--- src/rtl/character_jump_ctrl.sv ---
// character_jump_ctrl: sequences the player's hop between platform columns.
// A left/right request launches a frame-paced arc (rise then fall), after
// which the character lands exactly on the neighbouring column.
// Optional feature macro: JUMP_BUFFER_EN (one-entry buffer for a request
// made while a hop is still in progress).
module character_jump_ctrl #(
    parameter int N_COLS      = 9,
    parameter int START_COL   = 4,
    parameter int COL_W       = 80,
    parameter int X_BASE      = 40,
    parameter int Y_GROUND    = 500,
    parameter int HALF_FRAMES = 8,
    parameter int STEP_X      = 5,
    parameter int STEP_Y      = 12
) (
    input  logic       clk,
    input  logic       rst,
    input  logic       enable,
    input  logic       frame_tick,
    input  logic       jump_left,
    input  logic       jump_right,
    output logic [9:0] xpos,
    output logic [9:0] ypos,
    output logic [3:0] col,
    output logic       busy,
    output logic       landed
);

    localparam int CNT_W = (HALF_FRAMES > 1) ? $clog2(HALF_FRAMES) : 1;

    localparam logic [CNT_W-1:0] CNT_LAST   = CNT_W'(HALF_FRAMES - 1);
    localparam logic [3:0]       LAST_COL   = 4'(N_COLS - 1);
    localparam logic [3:0]       START_C    = 4'(START_COL);
    localparam logic [9:0]       X_BASE_L   = 10'(X_BASE);
    localparam logic [9:0]       COL_W_L    = 10'(COL_W);
    localparam logic [9:0]       Y_GROUND_L = 10'(Y_GROUND);
    localparam logic [9:0]       STEP_X_L   = 10'(STEP_X);
    localparam logic [9:0]       STEP_Y_L   = 10'(STEP_Y);
    localparam logic [9:0]       X_START    = 10'(X_BASE + START_COL * COL_W);

    typedef enum logic [1:0] {
        IDLE,
        RISE,
        FALL,
        LAND
    } state_t;

    state_t           state_q, state_d;
    logic [3:0]       col_q, col_d;
    logic [9:0]       xpos_q, xpos_d;
    logic [9:0]       ypos_q, ypos_d;
    logic [CNT_W-1:0] cnt_q, cnt_d;
    logic             dir_q, dir_d;      // 1 = moving left, 0 = moving right
    logic             busy_q, busy_d;
    logic             landed_q, landed_d;

    logic             req_one;
    logic             req_legal;
    logic [3:0]       target_col;
    logic [9:0]       x_step;

`ifdef JUMP_BUFFER_EN
    logic             buf_valid_q, buf_valid_d;
    logic             buf_dir_q, buf_dir_d;
    logic [3:0]       pend_col;
    logic             buf_legal;
`endif

    // Request decode, arc target and the horizontal step for the current hop
    always_comb begin
        req_one    = jump_left ^ jump_right;
        req_legal  = jump_left ? (col_q != 4'd0) : (col_q != LAST_COL);
        target_col = dir_q ? (col_q - 4'd1) : (col_q + 4'd1);
        x_step     = dir_q ? (xpos_q - STEP_X_L) : (xpos_q + STEP_X_L);
    end

    // Next-state logic for the hop sequencer and all registered outputs
    always_comb begin
        state_d  = state_q;
        col_d    = col_q;
        xpos_d   = xpos_q;
        ypos_d   = ypos_q;
        cnt_d    = cnt_q;
        dir_d    = dir_q;
`ifdef JUMP_BUFFER_EN
        buf_valid_d = buf_valid_q;
        buf_dir_d   = buf_dir_q;
        // While busy, legality is judged from where the current hop ends
        pend_col    = (state_q == LAND) ? col_q : target_col;
        buf_legal   = jump_left ? (pend_col != 4'd0) : (pend_col != LAST_COL);
        if (enable && (state_q != IDLE) && req_one && buf_legal) begin
            buf_valid_d = 1'b1;
            buf_dir_d   = jump_left;
        end
`endif
        if (enable) begin
            case (state_q)
                IDLE: begin
                    if (req_one && req_legal) begin
                        state_d = RISE;
                        dir_d   = jump_left;
                        cnt_d   = '0;
                    end
                end
                RISE: begin
                    if (frame_tick) begin
                        ypos_d = ypos_q - STEP_Y_L;
                        xpos_d = x_step;
                        if (cnt_q == CNT_LAST) begin
                            cnt_d   = '0;
                            state_d = FALL;
                        end else begin
                            cnt_d = cnt_q + 1'b1;
                        end
                    end
                end
                FALL: begin
                    if (frame_tick) begin
                        if (cnt_q == CNT_LAST) begin
                            // Snap to the exact landing spot so no rounding drift accumulates
                            ypos_d  = Y_GROUND_L;
                            xpos_d  = X_BASE_L + 10'(target_col) * COL_W_L;
                            col_d   = target_col;
                            cnt_d   = '0;
                            state_d = LAND;
                        end else begin
                            ypos_d = ypos_q + STEP_Y_L;
                            xpos_d = x_step;
                            cnt_d  = cnt_q + 1'b1;
                        end
                    end
                end
                LAND: begin
                    state_d = IDLE;
`ifdef JUMP_BUFFER_EN
                    if (buf_valid_d) begin
                        state_d     = RISE;
                        dir_d       = buf_dir_d;
                        cnt_d       = '0;
                        buf_valid_d = 1'b0;
                    end
`endif
                end
                default: state_d = IDLE;
            endcase
        end
        busy_d   = (state_d != IDLE);
        landed_d = (state_d == LAND);
    end

    // State and output registers with synchronous reset
    always_ff @(posedge clk) begin
        if (rst) begin
            state_q  <= IDLE;
            col_q    <= START_C;
            xpos_q   <= X_START;
            ypos_q   <= Y_GROUND_L;
            cnt_q    <= '0;
            dir_q    <= 1'b0;
            busy_q   <= 1'b0;
            landed_q <= 1'b0;
        end else begin
            state_q  <= state_d;
            col_q    <= col_d;
            xpos_q   <= xpos_d;
            ypos_q   <= ypos_d;
            cnt_q    <= cnt_d;
            dir_q    <= dir_d;
            busy_q   <= busy_d;
            landed_q <= landed_d;
        end
    end

`ifdef JUMP_BUFFER_EN
    // Buffered request register, cleared by reset
    always_ff @(posedge clk) begin
        if (rst) begin
            buf_valid_q <= 1'b0;
            buf_dir_q   <= 1'b0;
        end else begin
            buf_valid_q <= buf_valid_d;
            buf_dir_q   <= buf_dir_d;
        end
    end
`endif

    assign xpos   = xpos_q;
    assign ypos   = ypos_q;
    assign col    = col_q;
    assign busy   = busy_q;
    assign landed = landed_q;

endmodule

--- config.mk ---
export PLATFORM = sky130hd
export DESIGN_NAME = character_jump_ctrl
export DESIGN_NICKNAME = d
export VERILOG_FILES = /design/src/rtl/character_jump_ctrl.sv
export SDC_FILE = /design/constraint.sdc
export NUM_CORES = 1
export LEC_CHECK = 0
export ABC_AREA = 1
export BUFFER_PORTS_ARGS = -buffer_cell sky130_fd_sc_hd__buf_2
export CORE_MARGIN = 2
export CORE_UTILIZATION = 60
export CTS_CLUSTER_DIAMETER = 100
export DETAILED_ROUTE_END_ITERATION = 7
export PLACE_DENSITY = 0.86
export RECOVER_POWER = 100
export SYNTH_ARGS = -nofsm -noshare
export SYNTH_HDL_FRONTEND = slang
export SYNTH_SLANG_ARGS = --single-unit
--- constraint.sdc ---
create_clock -name clk -period 9 [get_ports clk]
set_input_delay 0.9 -clock clk [delete_from_list [all_inputs] [get_ports clk]]
set_output_delay 0.9 -clock clk [all_outputs]
set_load 0.01 [all_outputs]
==> impl_metrics.py <==
metrics = {
    "cts": {
        "clock_latency_ns": 0.29,
        "htree_levels": 2,
        "cts_buffers": 5,
        "cts_max_path_buffers": 2,
        "cts-hold-fix-buffers": 0,
        "cts_sinks": 30,
        "cts_setup_buffers": 0,
        "clkTransAtPathRegs_ns": 0.07,
        "cts_tree": "done",
        "root_buffer": "clkbuf_8",
        "cts_resized": 0,
    },
    "cells_and_area": {
        "area_delta_synth_final_pct": 7.09,
        "fill_cells": 375,
        "diodes": 0,
        "fin_nets": 417,
        "drive_gt1_share_pct": 6.46,
    },
    "timing": {
        "slew_violations": 18,
        "hold_viol": 0,
        "grt_setup_unrepaired": "false",
        "layout_setup_ws_ns": 4.43,
        "period_needed_ns": 4.57,
        "fin_tns_setup_ns": 0,
        "fin_hold_ws_ns": 0.496,
        "skew_ns": 0.00647,
        "min_period_over_period_pct": 50.8,
        "fmax_ghz": 0.219,
        "relSlewSlack_pct": -31.8,
        "setup_viol": 0,
        "tightest_slew_ns": 1.96,
    },
    "logic_synthesis": {
        "synthArstFlopShare_pct": 0,
        "synthesis.area_sq_um": 2400,
        "avgSynthCellArea_sq_um": 6.72,
        "synth_ff_type": "dfxtp_1",
        "synth-seq-cells": 30,
        "synth_cells": 357,
        "synth_cell_types": 40,
        "synth_edf_count": 0,
        "yosysWarnings": 0,
        "seq_area_frac_synth_pct": 25.0,
    },
    "setup_path": {
        "cp-end-kind": "flip-flop",
        "path_class": "reg -> reg",
        "arrival_ns": 4.79,
        "critPathLaunchType": "flip-flop",
        "max_stage_delay_ns": 1.47,
        "crit_path_top_delay_cell": "nor3_1",
        "crit_chain": "inv_1 > ha_1 > nor2_2 > nor3_1 > clkinvlp_2 > nor2_1 > nand2_1 > a21oi_1",
        "cp.required_ns": 9.22,
        "crit_fanout": 17,
    },
    "detailed_routing": {
        "avgViaCountPerCell": 5.68,
        "vias": 2472,
        "drt-initial-drc-count": 157,
        "drc_errors": 0,
        "wl_per_cell_um": 13.2,
        "postRouteAntennaNets": 0,
        "wl_mm": 5.73,
        "dr.pass1.iters": 5,
    },
    "min_path": {
        "hold_class": "reg -> reg",
    },
    "floorplan": {
        "core_area_sq_um": 3740,
        "dieArea_sq_um": 4520,
        "rows": 22,
        "fp.dieH_um": 67.2,
        "start_util_pct": 64.1,
        "die_w_um": 67.2,
        "ios": 32,
    },
    "grt": {
        "grt_pass1_vias": 2314,
        "antenna_found_initial": 0,
        "grt_max_degree": 18,
        "grt_pass1_wl_mm": 10.1,
        "grt_overflow_total": 0,
        "grt_usage_pct": 28.7,
    },
    "outcome": {
        "failed_checks": "max-capacitance violations, max-slew violations",
        "outcome": "finished, violations left",
    },
    "job": {
        "cap_violations": 1,
    },
    "power_and_ir_drop": {
        "ir_drop_mv": 0.119,
        "total_power_uw": 354,
        "power_density_nw_per_um2": 138,
        "p_leak_uw": 0.00126,
    },
    "placement": {
        "gp_congestion": 0.858,
        "dpl.hpwl_mm": 4.13,
        "port_buffers": 29,
        "dp_slack_ns": 5.66,
    },
}
per-stage QoR:
stage	instances	utilization, %	area [sq um]
final	435	68.6	2570
after global routing	435	68.6	2570
after CTS	435	70.6	2640
after detailed placement	427	68.0	2550
after global placement	427	68.0	2550
after floorplan	358	-	2400
metal layers:
metal / wire length [um] / up-vias / GRT usage (%)
met5: 0 / - / 0
met4: 106 / 0 / 11.5
met3: 342 / 11 / 4.33
met2: 2660 / 93 / 48.4
met1: 2610 / 1120 / 36.8
li1: - / 1248 / -
flip-flops by register name (all words and copies together), names as in the netlist:
signal and flops:
xpos 10, ypos 8, col 4, cnt_q 3, state_q 2, busy 1
dir_q 1, landed 1
cell type report:
type	instances	area (sq um)	area share, %
Tap cell	48	60.1	2.34
Multi-Input combinational cell	266	1500	58.2
Inverter	54	204	7.94
Clock inverter	2	12.5	0.487
Timing Repair Buffer	29	114	4.43
Sequential cell	30	601	23.4
Clock buffer	6	82.6	3.21
cells in the mapped netlist, types with 3 or more instances:
cell	number	area, sq um
nand3_1	32	160
a21oi_1	33	165
fa_1	3	60.1
a31oi_1	3	18.8
ha_1	22	275
o21ai_0	19	95.1
nor3_2	3	30.0
buf_6	3	33.8
nand2_1	83	312
inv_2	5	18.8
nand4_1	10	62.6
xor2_1	4	35.0
a21oi_2	4	35.0
inv_1	47	176
dfxtp_1	30	601
o21ai_1	7	35.0
nor2_1	21	78.8
final timing paths:
| kind | startpoint | endpoint | slack (ns) | cells after the start |
|---|---|---|---|---|
| setup / recovery | state_q[0]$_SDFF_PP0_ | xpos[2]$_SDFFE_PP0P_ | 4.43 | 8 |
| hold reg to reg | xpos[7]$_SDFFE_PP0P_ | xpos[7]$_SDFFE_PP0P_ | 0.50 | 2 |
| hold / removal | xpos[7]$_SDFFE_PP0P_ | xpos[7]$_SDFFE_PP0P_ | 0.50 | 2 |
| setup reg to reg | state_q[0]$_SDFF_PP0_ | xpos[2]$_SDFFE_PP0P_ | 4.43 | 8 |
logic make-up after synthesis:
kind of cell | share of synthesized area (%)
other cells | 0.156
compound gates | 18.1
flops | 25.0
fa+ha+maj | 14.0
simple gates | 29.8
xor+xnor | 1.83
buf+inv | 11.1
critical path: cells and delay by family (launching register included):
family	cells	cell delay, ns
buffers and inverters	2	1.43
flip-flops	1	0.35
AND/OR/NAND/NOR	4	2.18
AO/OA/AOI/OAI	1	0.13
adder cells (fa/ha/maj)	1	0.39
cells in the final DEF, fill, tap and decap left out, types with 2 or more instances in the layout:
cell,n
nand2_1,85
inv_1,47
a21oi_1,36
nand3_1,32
dfxtp_1,30
clkbuf_1,25
nor2_1,22
ha_1,22
o21ai_0,20
nand4_1,10
o21ai_1,6
clkbuf_8,6
inv_2,5
xor2_1,4
buf_2,4
nor3_1,3
a31oi_1,3
fa_1,3
nor3_2,2
o221ai_1,2
o211ai_1,2
conb_1,2
report_power, final:
part | leakage, uW | total, uW | internal [uW] | switching (uW)
combinational | 0.000969 | 89.2 | 32.6 | 56.6
clock | 0.0000472 | 119 | 61.5 | 57.4
sequential | 0.000244 | 146 | 139 | 7.60
total | 0.00126 | 354 | 233 | 122
Power figures use the tool's default switching activity.
